File: src/rtl/falafel_alloc_req_fifo.sv
// Request FIFO between the input arbiter and the allocator core.
// Holds {size, id} allocation requests and presents the oldest one
// first-word-fall-through on a valid/ready port. Occupancy, full and
// overflow come from registered state only, so the arbiter can sample
// full_o in the same cycle it drives write_i.
module falafel_alloc_req_fifo #(
    parameter int DEPTH       = 4,
    parameter int DATA_W      = 32,
    parameter int MSG_ID_SIZE = 8
) (
    input  logic                   clk_i,
    input  logic                   rst_i,
    input  logic                   write_i,
    input  logic [DATA_W-1:0]      din_size_i,
    input  logic [MSG_ID_SIZE-1:0] din_id_i,
    output logic                   full_o,
    output logic                   req_val_o,
    input  logic                   req_rdy_i,
    output logic [DATA_W-1:0]      req_size_o,
    output logic [MSG_ID_SIZE-1:0] req_id_o,
    output logic [$clog2(DEPTH):0] count_o,
    output logic                   overflow_o
);

    localparam int AW = $clog2(DEPTH);
    localparam int CW = AW + 1;
    localparam int EW = DATA_W + MSG_ID_SIZE;

    logic [EW-1:0] mem [DEPTH];
    logic [AW-1:0] wr_ptr;
    logic [AW-1:0] rd_ptr;
    logic [CW-1:0] count;
    logic          overflow;
    logic          push;
    logic          pop;
    logic          full;

    // Full and valid derive from the registered count only; a write while
    // full is dropped even when a pop happens in the same cycle.
    assign full      = (count == CW'(DEPTH));
    assign push      = write_i && !full;
    assign pop       = req_val_o && req_rdy_i;
    assign req_val_o = (count != '0);
    assign full_o    = full;
    assign count_o   = count;
    assign overflow_o = overflow;

    // Head entry is read straight out of storage (fall-through).
    assign {req_size_o, req_id_o} = mem[rd_ptr];

    // Storage write; contents are intentionally not reset.
    always_ff @(posedge clk_i) begin
        if (push) begin
            mem[wr_ptr] <= {din_size_i, din_id_i};
        end
    end

    // Pointers, occupancy and sticky overflow flag.
    always_ff @(posedge clk_i) begin
        if (rst_i) begin
            wr_ptr   <= '0;
            rd_ptr   <= '0;
            count    <= '0;
            overflow <= 1'b0;
        end else begin
            if (push) begin
                wr_ptr <= wr_ptr + AW'(1);
            end
            if (pop) begin
                rd_ptr <= rd_ptr + AW'(1);
            end
            case ({push, pop})
                2'b10:   count <= count + CW'(1);
                2'b01:   count <= count - CW'(1);
                default: count <= count;
            endcase
            if (write_i && full) begin
                overflow <= 1'b1;
            end
        end
    end

`ifndef SYNTHESIS
    // Simulation-only sanity checks on occupancy and the dropped-write case.
    always_ff @(posedge clk_i) begin
        if (!rst_i) begin
            if (write_i && full) begin
                $warning("alloc req fifo: write while full, request dropped");
            end
            assert (count <= CW'(DEPTH))
                else $error("alloc req fifo: count exceeds depth");
            assert (req_val_o == (count_o != '0))
                else $error("alloc req fifo: valid disagrees with count");
        end
    end
`endif

endmodule

File: config.mk
export PLATFORM = sky130hd
export DESIGN_NAME = falafel_alloc_req_fifo
export DESIGN_NICKNAME = d
export VERILOG_FILES = /design/src/rtl/falafel_alloc_req_fifo.sv
export SDC_FILE = /design/constraint.sdc
export NUM_CORES = 1
export LEC_CHECK = 0
export ABC_AREA = 1
export CORE_MARGIN = 2
export CORE_UTILIZATION = 61
export CTS_BUF_LIST = sky130_fd_sc_hd__clkbuf_4
export CTS_CLUSTER_SIZE = 20
export DETAILED_ROUTE_END_ITERATION = 6
export PLACE_DENSITY = 0.94
export SLEW_MARGIN = 20
export SYNTH_ARGS = -nofsm -noshare
export SYNTH_HDL_FRONTEND = slang
export SYNTH_SLANG_ARGS = --single-unit
File: constraint.sdc
create_clock -name clk_i -period 3.9 [get_ports clk_i]
set_input_delay 0.39 -clock clk_i [delete_from_list [all_inputs] [get_ports clk_i]]
set_output_delay 0.39 -clock clk_i [all_outputs]
set_load 0.03 [all_outputs]
==> results of run 1 <==
## power by group through the flow
stage,clock (W),combinational (W),sequential (W)
3_3_place_gp,0,0.00162,0.00231
3_5_place_dp,0,0.00168,0.00232
2_1_floorplan,0,0.00115,0.00229
6_report,0.000883,0.00169,0.00228
5_1_grt,0.000958,0.00180,0.00230
4_1_cts,0.000889,0.00169,0.00228
## logic make-up (layout without fill, tap and decap cells)
| family | after synthesis | in the layout | synth area share (%) |
|---|---|---|---|
| AO/OA/AOI/OAI | 128 | 128 | 10.6 |
| adder cells (fa/ha/maj) | 6 | 6 | 1.26 |
| buffers and inverters | 45 | 149 | 5.38 |
| flip-flops | 170 | 170 | 76.1 |
| AND/OR/NAND/NOR | 111 | 111 | 6.69 |
## Yosys cell counts, drive strengths merged
cell	instances	share of area, %
ha	5	0.95
o21ai	82	6.4
nand2	16	1.1
buf	25	4.1
nand3	5	0.38
a21oi	6	0.46
inv	20	1.3
nor2	90	5.2
dfxtp	10	3.0
fa	1	0.30
edfxtp	160	73
o22ai	40	3.8
## cell usage in the layout, fill, tap and decap left out, drive strengths merged
master,n
clkinvlp,3
clkdlybuf4s50,89
fa,1
bufinv,1
ha,5
edfxtp,160
clkinv,7
inv,21
o21ai,82
o22ai,40
nand3,5
nor2,90
clkbuf,19
dfxtp,10
a21oi,6
nand2,16
buf,9
## per-stage QoR
step	setup WS (ns)	instances	util [%]	cell area [µm²]
6_report	0.371	700	74.1	7720
5_1_grt	0.155	700	74.1	7720
4_1_cts	0.383	700	74.1	7720
3_5_place_dp	1.03	669	71.7	7470
3_3_place_gp	1.15	669	71.7	7470
2_1_floorplan	0.953	460	-	6580
## how the worst max path moves through the flow
stage                                 start             endpoint  cells after the start
global placement                  flip-flop        req_size_o[8]                      4
detailed placement                flip-flop       req_size_o[24]                      4
global route                      flip-flop       req_size_o[24]                      4
floorplan           count_o[1]$_SDFFE_PP0P_  mem[0][0]$_DFFE_PP_                      4
finish                            flip-flop       req_size_o[24]                      4
CTS                               flip-flop       req_size_o[24]                      4
## state kept, by name (all words and copies together) (netlist names), named ones only
register    flops
count_o         3
rd_ptr          2
mem           160
wr_ptr          2
overflow_o      1
## metal layers
metal | part of all wire, % | up-vias | GRT usage (%)
met5 | 0 | - | 0
met4 | 2.5 | 0 | 11.4
met3 | 8.8 | 34 | 8.17
met2 | 51 | 199 | 40.0
met1 | 38 | 2030 | 28.1
li1 | - | 1881 | -
## area by class of cell
type                            count  area, µm²  area share [%]
Clock buffer                       19        143            1.85
Sequential cell                   170       5010            64.9
Multi-Input combinational cell    245       1250            16.2
Timing Repair Buffer               98        958            12.4
Clock inverter                     12        103            1.33
Inverter                           20       87.6            1.13
Tap cell                          136        170            2.20
==> flow_summary.json, run 1 <==
{
  "finalCritPeriodShare_pct": 90.5,
  "drtAntennaViolNets": 0,
  "postCtsHoldBufs": 0,
  "r2r-start": "count_o[1]$_SDFFE_PP0P_",
  "die_w_um": 108,
  "crit_fanout": 54,
  "syn2layout_area_growth_pct": 17.3,
  "fp-row-count": 37,
  "wire_per_inst_um": 19.1,
  "antenna_found_initial": 0,
  "switchingPower_w": 0.00174,
  "clkSlewWorstSetupHoldPaths_ns": 0.13,
  "path_cells": "buf_4 -> o21ai_0 -> o22ai_1 -> clkdlybuf4s50_1",
  "syn_area_um2": 6580,
  "p_per_area_nw_per_um2": 628,
  "crit_buf_inv": 2,
  "p_sw_share_pct": 36.0,
  "grt_pass1_vias": 4191,
  "crit_family": "buffers and inverters",
  "ys.warnings.count": 0,
  "crit_arrival_ns": 3.14,
  "tns_ns": 0,
  "tightest_slew_ns": 1.06,
  "track_usage_pct": 24.0,
  "ir_worst_vdd_uv": 446,
  "yosysSeqAreaShare_pct": 76.1,
  "cts_made_buffers": 17,
  "fin_nets": 602,
  "rr_worst_depth": 5,
  "worst-endpoint-required_ns": 3.51,
  "start_util_pct": 63.2,
  "cts_buffer_depth": 2,
  "pwr-share-comb_pct": 34.8,
  "gp_congestion": 0.772,
  "clockPowerShare_pct": 18.2,
  "insertion_delay_ns": 0.56,
  "cts_tree": "yes",
  "power_w": 0.00485,
  "die_y_um": 108,
  "rsz0062_at_grt": "false",
  "holdPathStages": 1,
  "worstHoldStart": "din_size_i[1]",
  "critPathKind": "flip-flop to output pin",
  "dieArea_um2": 11600,
  "max_cap_viol_count": 0,
  "vias": 4144,
  "drt_iter0_drc": 445,
  "syn_avg_cell_area_um2": 14.3,
  "slowest_delay_ns": 1.05,
  "io_pins": 90,
  "routed_via_density": 5.92,
  "syn_inst": 460,
  "internal-power_w": 0.00310,
  "overflow": 0,
  "final_layout_size_suffix_gt1_share_pct": 8.69,
  "wl_um": 13400,
  "cp-end-kind": "output pin",
  "core_um2": 10400,
  "postCtsSetupBuffers": 0,
  "startpoint_type": "flip-flop",
  "worstHoldEndpoint": "mem[1][9]$_DFFE_PP_",
  "slew_headroom_pct": 29.0,
  "r2r_end": "mem[1][38]$_DFFE_PP_",
  "fmax_mhz": 283,
  "pwr-share-seq_pct": 47.0,
  "setup_viol": 0,
  "htreeDepth": 4,
  "ctsRootBufferMaster": "clkbuf_4",
  "status": "finished clean",
  "grt_max_degree": 81,
  "hpwl_um": 8240,
  "period_needed_ns": 3.53,
  "hold_class": "input port to flip-flop",
  "slew_viol_final": 0,
  "nFillCells": 651,
  "dr.pass1.iters": 5,
  "cts.sinks": 170,
  "rrSetupSlack_ns": 1.81,
  "clock_skew_ns": 0.0197,
  "ys_ff_latch": 170,
  "n_antenna_cell": 0,
  "portBuffers": 89,
  "hold_slack_ns": 0.460,
  "grt_pass1_wl_um": 20300,
  "synth_fp_nets": 510,
  "cts_resized": 0,
  "ys_types": 22,
  "hold_viol_final": 0,
  "drc": 0,
  "p_leak_nw": 2.59,
  "slowest_stage": "dfxtp_2"
}
Power figures use the tool's default switching activity.
==> run 2: changes to the inputs <==
--- a/config.mk
+++ b/config.mk
@@ -5,9 +5,8 @@
 export SDC_FILE = /design/constraint.sdc
 export NUM_CORES = 1
 export LEC_CHECK = 0
-export ABC_AREA = 1
 export CORE_MARGIN = 2
-export CORE_UTILIZATION = 61
+export CORE_UTILIZATION = 60
 export CTS_BUF_LIST = sky130_fd_sc_hd__clkbuf_4
 export CTS_CLUSTER_SIZE = 20
 export DETAILED_ROUTE_END_ITERATION = 6
==> run 2 against run 1 <==
Effect of this change: setup slack improved by 0.48 ns; first-iteration DRC count down 69%; die area is 2.2% lower; clock power rose by 12%; design area down 1.0%; combinational power decreased by 12%; register-to-register slack worse by 0.19 ns; synthesized cell count is 43% lower; final cell count fell by 26%; critical path depth decreased by 2; largest cell class unchanged; highest routed layer unchanged.
==> flow_summary.json, run 2 <==
{
  "track_usage_pct": 20.3,
  "synthTopCellsByCount": "edfxtp_1 (160), mux4_2 (40), dfxtp_1 (10)",
  "fmax_mhz": 328,
  "cts_resized": 0,
  "wire_per_inst_um": 20.4,
  "synth_area_leaders": "edfxtp_1 (76%), mux4_2 (14%), dfxtp_1 (3.2%)",
  "cp-end-kind": "output pin",
  "ir_worst_vdd_uv": 405,
  "synth.area.mux_share_pct": 14.4,
  "synthArstFlopShare_pct": 0,
  "slew_headroom_pct": 47.1,
  "tightest_slew_ns": 0.793,
  "rr_worst_depth": 9,
  "hold_viol_final": 0,
  "endpoint": "req_size_o[15]",
  "yosys.area_share.xor_xnor_pct": 0.554,
  "setup_viol": 0,
  "pwr-share-seq_pct": 48.9,
  "grt_pass1_wl_um": 16600,
  "grt_pass1_vias": 3206,
  "cts_made_buffers": 17,
  "yosys.area.top_type": "edfxtp_1",
  "p_leak_nw": 2.45,
  "routed_via_density": 5.62,
  "io_pins": 90,
  "holdPathStages": 1,
  "critPathKind": "flip-flop to output pin",
  "crit_arrival_ns": 2.66,
  "status": "finished clean",
  "synth.most_common_cell": "edfxtp_1",
  "antenna_found_initial": 0,
  "path_cells": "mux4_2 -> clkdlybuf4s50_1",
  "ctsRootBufferMaster": "clkbuf_4",
  "fp-row-count": 37,
  "syn_area_um2": 6330,
  "slew_viol_final": 0,
  "dpl_cell_area_um2": 7350,
  "wl_um": 10600,
  "hold_slack_ns": 0.500,
  "pwr-share-comb_pct": 30.7,
  "largest_reg_flops": 160,
  "synth_edf_count": 160,
  "switchingPower_w": 0.00148,
  "drc": 0,
  "cts.sinks": 170,
  "startpoint_type": "flip-flop",
  "r2r-start": "count_o[2]$_SDFFE_PP0P_",
  "max_cap_viol_count": 0,
  "synth_compound_area_share_pct": 0.751,
  "netlist.area_leader.share_pct": 75.9,
  "synth_fp_nets": 314,
  "postCtsSetupBuffers": 0,
  "gp_congestion": 0.734,
  "worstHoldStart": "din_size_i[2]",
  "slowest_delay_ns": 0.90,
  "fin_nets": 421,
  "period_needed_ns": 3.05,
  "syn_avg_cell_area_um2": 24.0,
  "dieArea_um2": 11400,
  "postCtsHoldBufs": 0,
  "clock_skew_ns": 0.0157,
  "overflow": 0,
  "syn2layout_area_growth_pct": 20.8,
  "clkSlewWorstSetupHoldPaths_ns": 0.13,
  "die_y_um": 107,
  "dp_worst_setup_slack_ns": 1.28,
  "hold_class": "input port to flip-flop",
  "core_um2": 10300,
  "final_core_util_pct": 74.3,
  "internal-power_w": 0.00337,
  "p_per_area_nw_per_um2": 635,
  "rsz0062_at_grt": "false",
  "yosysSeqAreaShare_pct": 79.1,
  "htreeDepth": 4,
  "ys_types": 22,
  "tns_ns": 0,
  "synth_top_family_by_area": "multiplexers",
  "die_w_um": 107,
  "layout_commonest_cell": "edfxtp_1",
  "cts_buffer_depth": 2,
  "worst-endpoint-required_ns": 3.51,
  "grt_max_degree": 41,
  "cts_tree": "yes",
  "most-common-layout-cells": "edfxtp_1 (160), clkdlybuf4s50_1 (89), mux4_2 (40)",
  "synth_ff_type": "edfxtp_1",
  "r2r_end": "count_o[2]$_SDFFE_PP0P_",
  "ys.warnings.count": 0,
  "insertion_delay_ns": 0.52,
  "drt_iter0_drc": 140,
  "dr.pass1.iters": 4,
  "ys_ff_latch": 170,
  "finalCritPeriodShare_pct": 78.3,
  "top_register": "mem",
  "n_antenna_cell": 0,
  "design_area_um2": 7640,
  "syn_inst": 264,
  "vias": 2922,
  "start_util_pct": 61.6,
  "portBuffers": 89,
  "crit_fanout": 40,
  "rrSetupSlack_ns": 1.62,
  "slowest_stage": "dfxtp_4",
  "yosys.area_share.simple_pct": 1.66,
  "hpwl_um": 6970,
  "p_sw_share_pct": 30.5,
  "clockPowerShare_pct": 20.4,
  "synth_adder_area_share_pct": 1.31,
  "finalWorstSetupSlack_ns": 0.848,
  "final_layout_size_suffix_gt1_share_pct": 22.1,
  "drtAntennaViolNets": 0
}
[run 2: cell count changes after synthesis, sizes merged, moves of 2 or more]
cell	before	now
o21ai	82	2
mux4	0	40
o22ai	40	0
nor2	90	8
nand2b	0	2
nand2	16	0
and2	0	4
buf	25	9
a21oi	6	4
nand3	5	0
xor2	0	3
or3	0	3
inv	20	7
[run 2: kinds of logic after synthesis]
kind of cell / Yosys count
xor+xnor: 4
buf+inv: 17
simple gates: 18
compound gates: 8
fa+ha+maj: 6
flops: 170
mux: 41
[run 2: worst min-delay path by stage]
stage,endpoint
detailed placement,overflow_o$_SDFFE_PP0P_
floorplan,wr_ptr[1]$_SDFFE_PP0P_
finish,mem[2][10]$_DFFE_PP_
CTS,mem[2][10]$_DFFE_PP_
global route,mem[2][23]$_DFFE_PP_
global placement,overflow_o$_SDFFE_PP0P_
[run 2: metrics by stage]
step                instances  total power [W]
floorplan                 264          0.00342
global placement          488          0.00389
detailed placement        488          0.00393
CTS                       520          0.00491
global route              520          0.00505
finish                    520          0.00485
[run 2: power groups by stage]
stage	clock network (W)	logic, W	registers [W]
after floorplan	0	0.00113	0.00229
after global placement	0	0.00148	0.00241
after detailed placement	0	0.00150	0.00243
after CTS	0.00101	0.00151	0.00238
after global routing	0.00108	0.00155	0.00241
final	0.000990	0.00149	0.00237
[run 2: area by class of cell]
cell class	instances	area, µm²
Clock buffer	18	135
Clock inverter	14	155
Fill cell	616	2640
Inverter	7	26.3
Multi-Input combinational cell	77	1190
Sequential cell	170	5010
Tap cell	136	170
Timing Repair Buffer	98	958
[run 2: metal layers]
layer,global-route usage (%),up-vias,share of wire [%]
met5,0,-,0
met4,6.96,0,0.69
met3,5.96,6,5.3
met2,34.8,97,54
met1,24.8,1505,39
li1,-,1314,-
[run 2: critical path, delay by kind of cell (launching register included)]
family                 cells  cell delay, ns
flip-flops                 1            0.90
buffers and inverters      1            0.62
multiplexers               1            0.62
==> run 3: changes to the inputs <==
--- a/config.mk
+++ b/config.mk
@@ -6,11 +6,11 @@
 export NUM_CORES = 1
 export LEC_CHECK = 0
 export CORE_MARGIN = 2
-export CORE_UTILIZATION = 60
+export CORE_UTILIZATION = 56
 export CTS_BUF_LIST = sky130_fd_sc_hd__clkbuf_4
 export CTS_CLUSTER_SIZE = 20
 export DETAILED_ROUTE_END_ITERATION = 6
-export PLACE_DENSITY = 0.94
+export PLACE_DENSITY = 0.89
 export SLEW_MARGIN = 20
 export SYNTH_ARGS = -nofsm -noshare
 export SYNTH_HDL_FRONTEND = slang
==> constraint.sdc (replaced) <==
create_clock -name clk_i -period 3.03 [get_ports clk_i]
set_input_delay 0.303 -clock clk_i [delete_from_list [all_inputs] [get_ports clk_i]]
set_output_delay 0.303 -clock clk_i [all_outputs]
set_load 0.03 [all_outputs]
==> run 3 against run 2 <==
Effect of this change: final cell count up 1.3%; clock-buffer cell count unchanged; non-clock buffer count up 3; die area up 6.9%; setup slack worse by 0.67 ns; critical path depth up 1; global-route usage down 1.4 points; worst hold slack worse by 0.11 ns; register-to-register slack worse by 0.85 ns; sequential cell count unchanged; combinational power up 38%.
==> flow_summary.json, run 3 (same netlist as run 2, synthesis figures left out) <==
{
  "status": "finished clean",
  "cts_made_buffers": 17,
  "wire_per_inst_um": 20.3,
  "worstHoldEndpoint": "overflow_o$_SDFFE_PP0P_",
  "rrSetupSlack_ns": 0.77,
  "insertion_delay_ns": 0.52,
  "postCtsHoldBufs": 0,
  "slowest_stage": "clkdlybuf4s50_1",
  "tns_ns": 0,
  "layout_commonest_cell": "edfxtp_1",
  "top_register": "mem",
  "path_cells": "buf_4 -> mux4_2 -> clkdlybuf4s50_1",
  "crit_buf_inv": 2,
  "hold_viol_final": 0,
  "critPathKind": "flip-flop to output pin",
  "antenna_found_initial": 1,
  "hpwl_um": 6760,
  "track_usage_pct": 18.9,
  "fin_nets": 424,
  "pwr-share-seq_pct": 47.0,
  "slew_viol_final": 0,
  "period_needed_ns": 2.86,
  "most-common-layout-cells": "edfxtp_1 (160), clkdlybuf4s50_1 (89), mux4_2 (40)",
  "max_cap_viol_count": 0,
  "hold_class": "input port to flip-flop",
  "power_w": 0.00630,
  "dp.cells": 495,
  "portBuffers": 89,
  "start_util_pct": 57.9,
  "largest_reg_flops": 160,
  "crit_family": "buffers and inverters",
  "drtAntennaViolNets": 0,
  "die_w_um": 110,
  "pwr-share-comb_pct": 32.7,
  "finalCritPeriodShare_pct": 94.2,
  "overflow": 0,
  "die_y_um": 110,
  "internal-power_w": 0.00437,
  "p_per_area_nw_per_um2": 820,
  "final_cells": 527,
  "switchingPower_w": 0.00193,
  "cp-end-kind": "output pin",
  "core_um2": 10900,
  "final_layout_size_suffix_gt1_share_pct": 23.1,
  "clock_skew_ns": 0.0192,
  "htreeDepth": 4,
  "rr_worst_depth": 9,
  "grtUsageMet2_pct": 30.3,
  "fmax_mhz": 350,
  "worst-endpoint-required_ns": 2.73,
  "startpoint_type": "flip-flop",
  "io_pins": 90,
  "crit_arrival_ns": 2.55,
  "ctsRootBufferMaster": "clkbuf_4",
  "cts.sinks": 170,
  "clockPowerShare_pct": 20.3,
  "gr-usage-met1_pct": 24.7,
  "cts_tree": "yes",
  "p_sw_share_pct": 30.6,
  "wl_um": 10700,
  "dieArea_um2": 12200,
  "cts_buffer_depth": 2,
  "dr.pass1.iters": 4,
  "routed_via_density": 5.54,
  "slowest_delay_ns": 0.61,
  "worstHoldStart": "write_i",
  "gp_congestion": 0.672,
  "top_usage_layer": "met2",
  "syn2layout_area_growth_pct": 21.4,
  "vias": 2919,
  "holdPathStages": 3,
  "grt_pass1_vias": 2993,
  "grt_max_degree": 24,
  "rsz0062_at_grt": "false",
  "setup_viol": 0,
  "postCtsSetupBuffers": 0,
  "tightest_slew_ns": 0.494,
  "p_leak_nw": 2.46,
  "use_met3_pct": 6.70,
  "hold_slack_ns": 0.392,
  "r2r_end": "count_o[2]$_SDFFE_PP0P_",
  "slew_headroom_pct": 67.1,
  "clkSlewWorstSetupHoldPaths_ns": 0.13,
  "crit_fanout": 16,
  "grt_pass1_wl_um": 16100,
  "drt_iter0_drc": 162,
  "fp-row-count": 38,
  "r2r-start": "count_o[2]$_SDFFE_PP0P_",
  "ir_worst_vdd_uv": 525,
  "drc": 0,
  "cts_resized": 0
}
==> run 3: worst max-delay path by stage <==
stage	from	cells after the start	endpoint
6_report	flip-flop	3	req_size_o[14]
5_1_grt	flip-flop	3	req_size_o[14]
4_1_cts	flip-flop	3	req_size_o[14]
3_5_place_dp	write_i	10	count_o[2]$_SDFFE_PP0P_
3_3_place_gp	flip-flop	3	req_size_o[22]
2_1_floorplan	count_o[2]$_SDFFE_PP0P_	9	count_o[2]$_SDFFE_PP0P_
==> run 3: final cells by class <==
cell class | count | area, µm²
well taps | 140 | 175
repair buffers | 101 | 993
fillers | 663 | 3250
multi-input cells | 77 | 1190
flip-flops and latches | 170 | 5010
clock inverters | 13 | 154
inverters | 7 | 26.3
clock buffers | 18 | 135
diodes | 1 | 2.50
==> run 3: power groups by stage <==
stage | Sequential (W) | Combinational [W] | Clock (W)
2_1_floorplan | 0.00294 | 0.00146 | 0
3_3_place_gp | 0.00300 | 0.00205 | 0
3_5_place_dp | 0.00302 | 0.00208 | 0
4_1_cts | 0.00297 | 0.00209 | 0.00132
5_1_grt | 0.00299 | 0.00218 | 0.00141
6_report | 0.00296 | 0.00206 | 0.00128
==> run 3: layer usage <==
metal / vias to the layer above / part of all wire, % / wire length [µm]
met3: 8 / 7.9 / 842
met1: 1485 / 42 / 4450
met5: - / 0 / 0
li1: 1317 / - / -
met4: 0 / 0.61 / 65
met2: 109 / 50 / 5320
==> run 3: stage by stage <==
step | area (µm²) | util, % | setup WS, ns
detailed placement | 7390 | 67.6 | 0.687
finish | 7680 | 70.3 | 0.175
global route | 7680 | 70.2 | 0.0235
global placement | 7390 | 67.6 | 0.744
CTS | 7680 | 70.2 | 0.0859
floorplan | 6330 | - | 0.536
==> run 3: worst min-delay path, stage by stage <==
cell             delay [ns]
clkdlybuf4s50_1        0.42
a21oi_1                0.13
nor2_1                 0.04
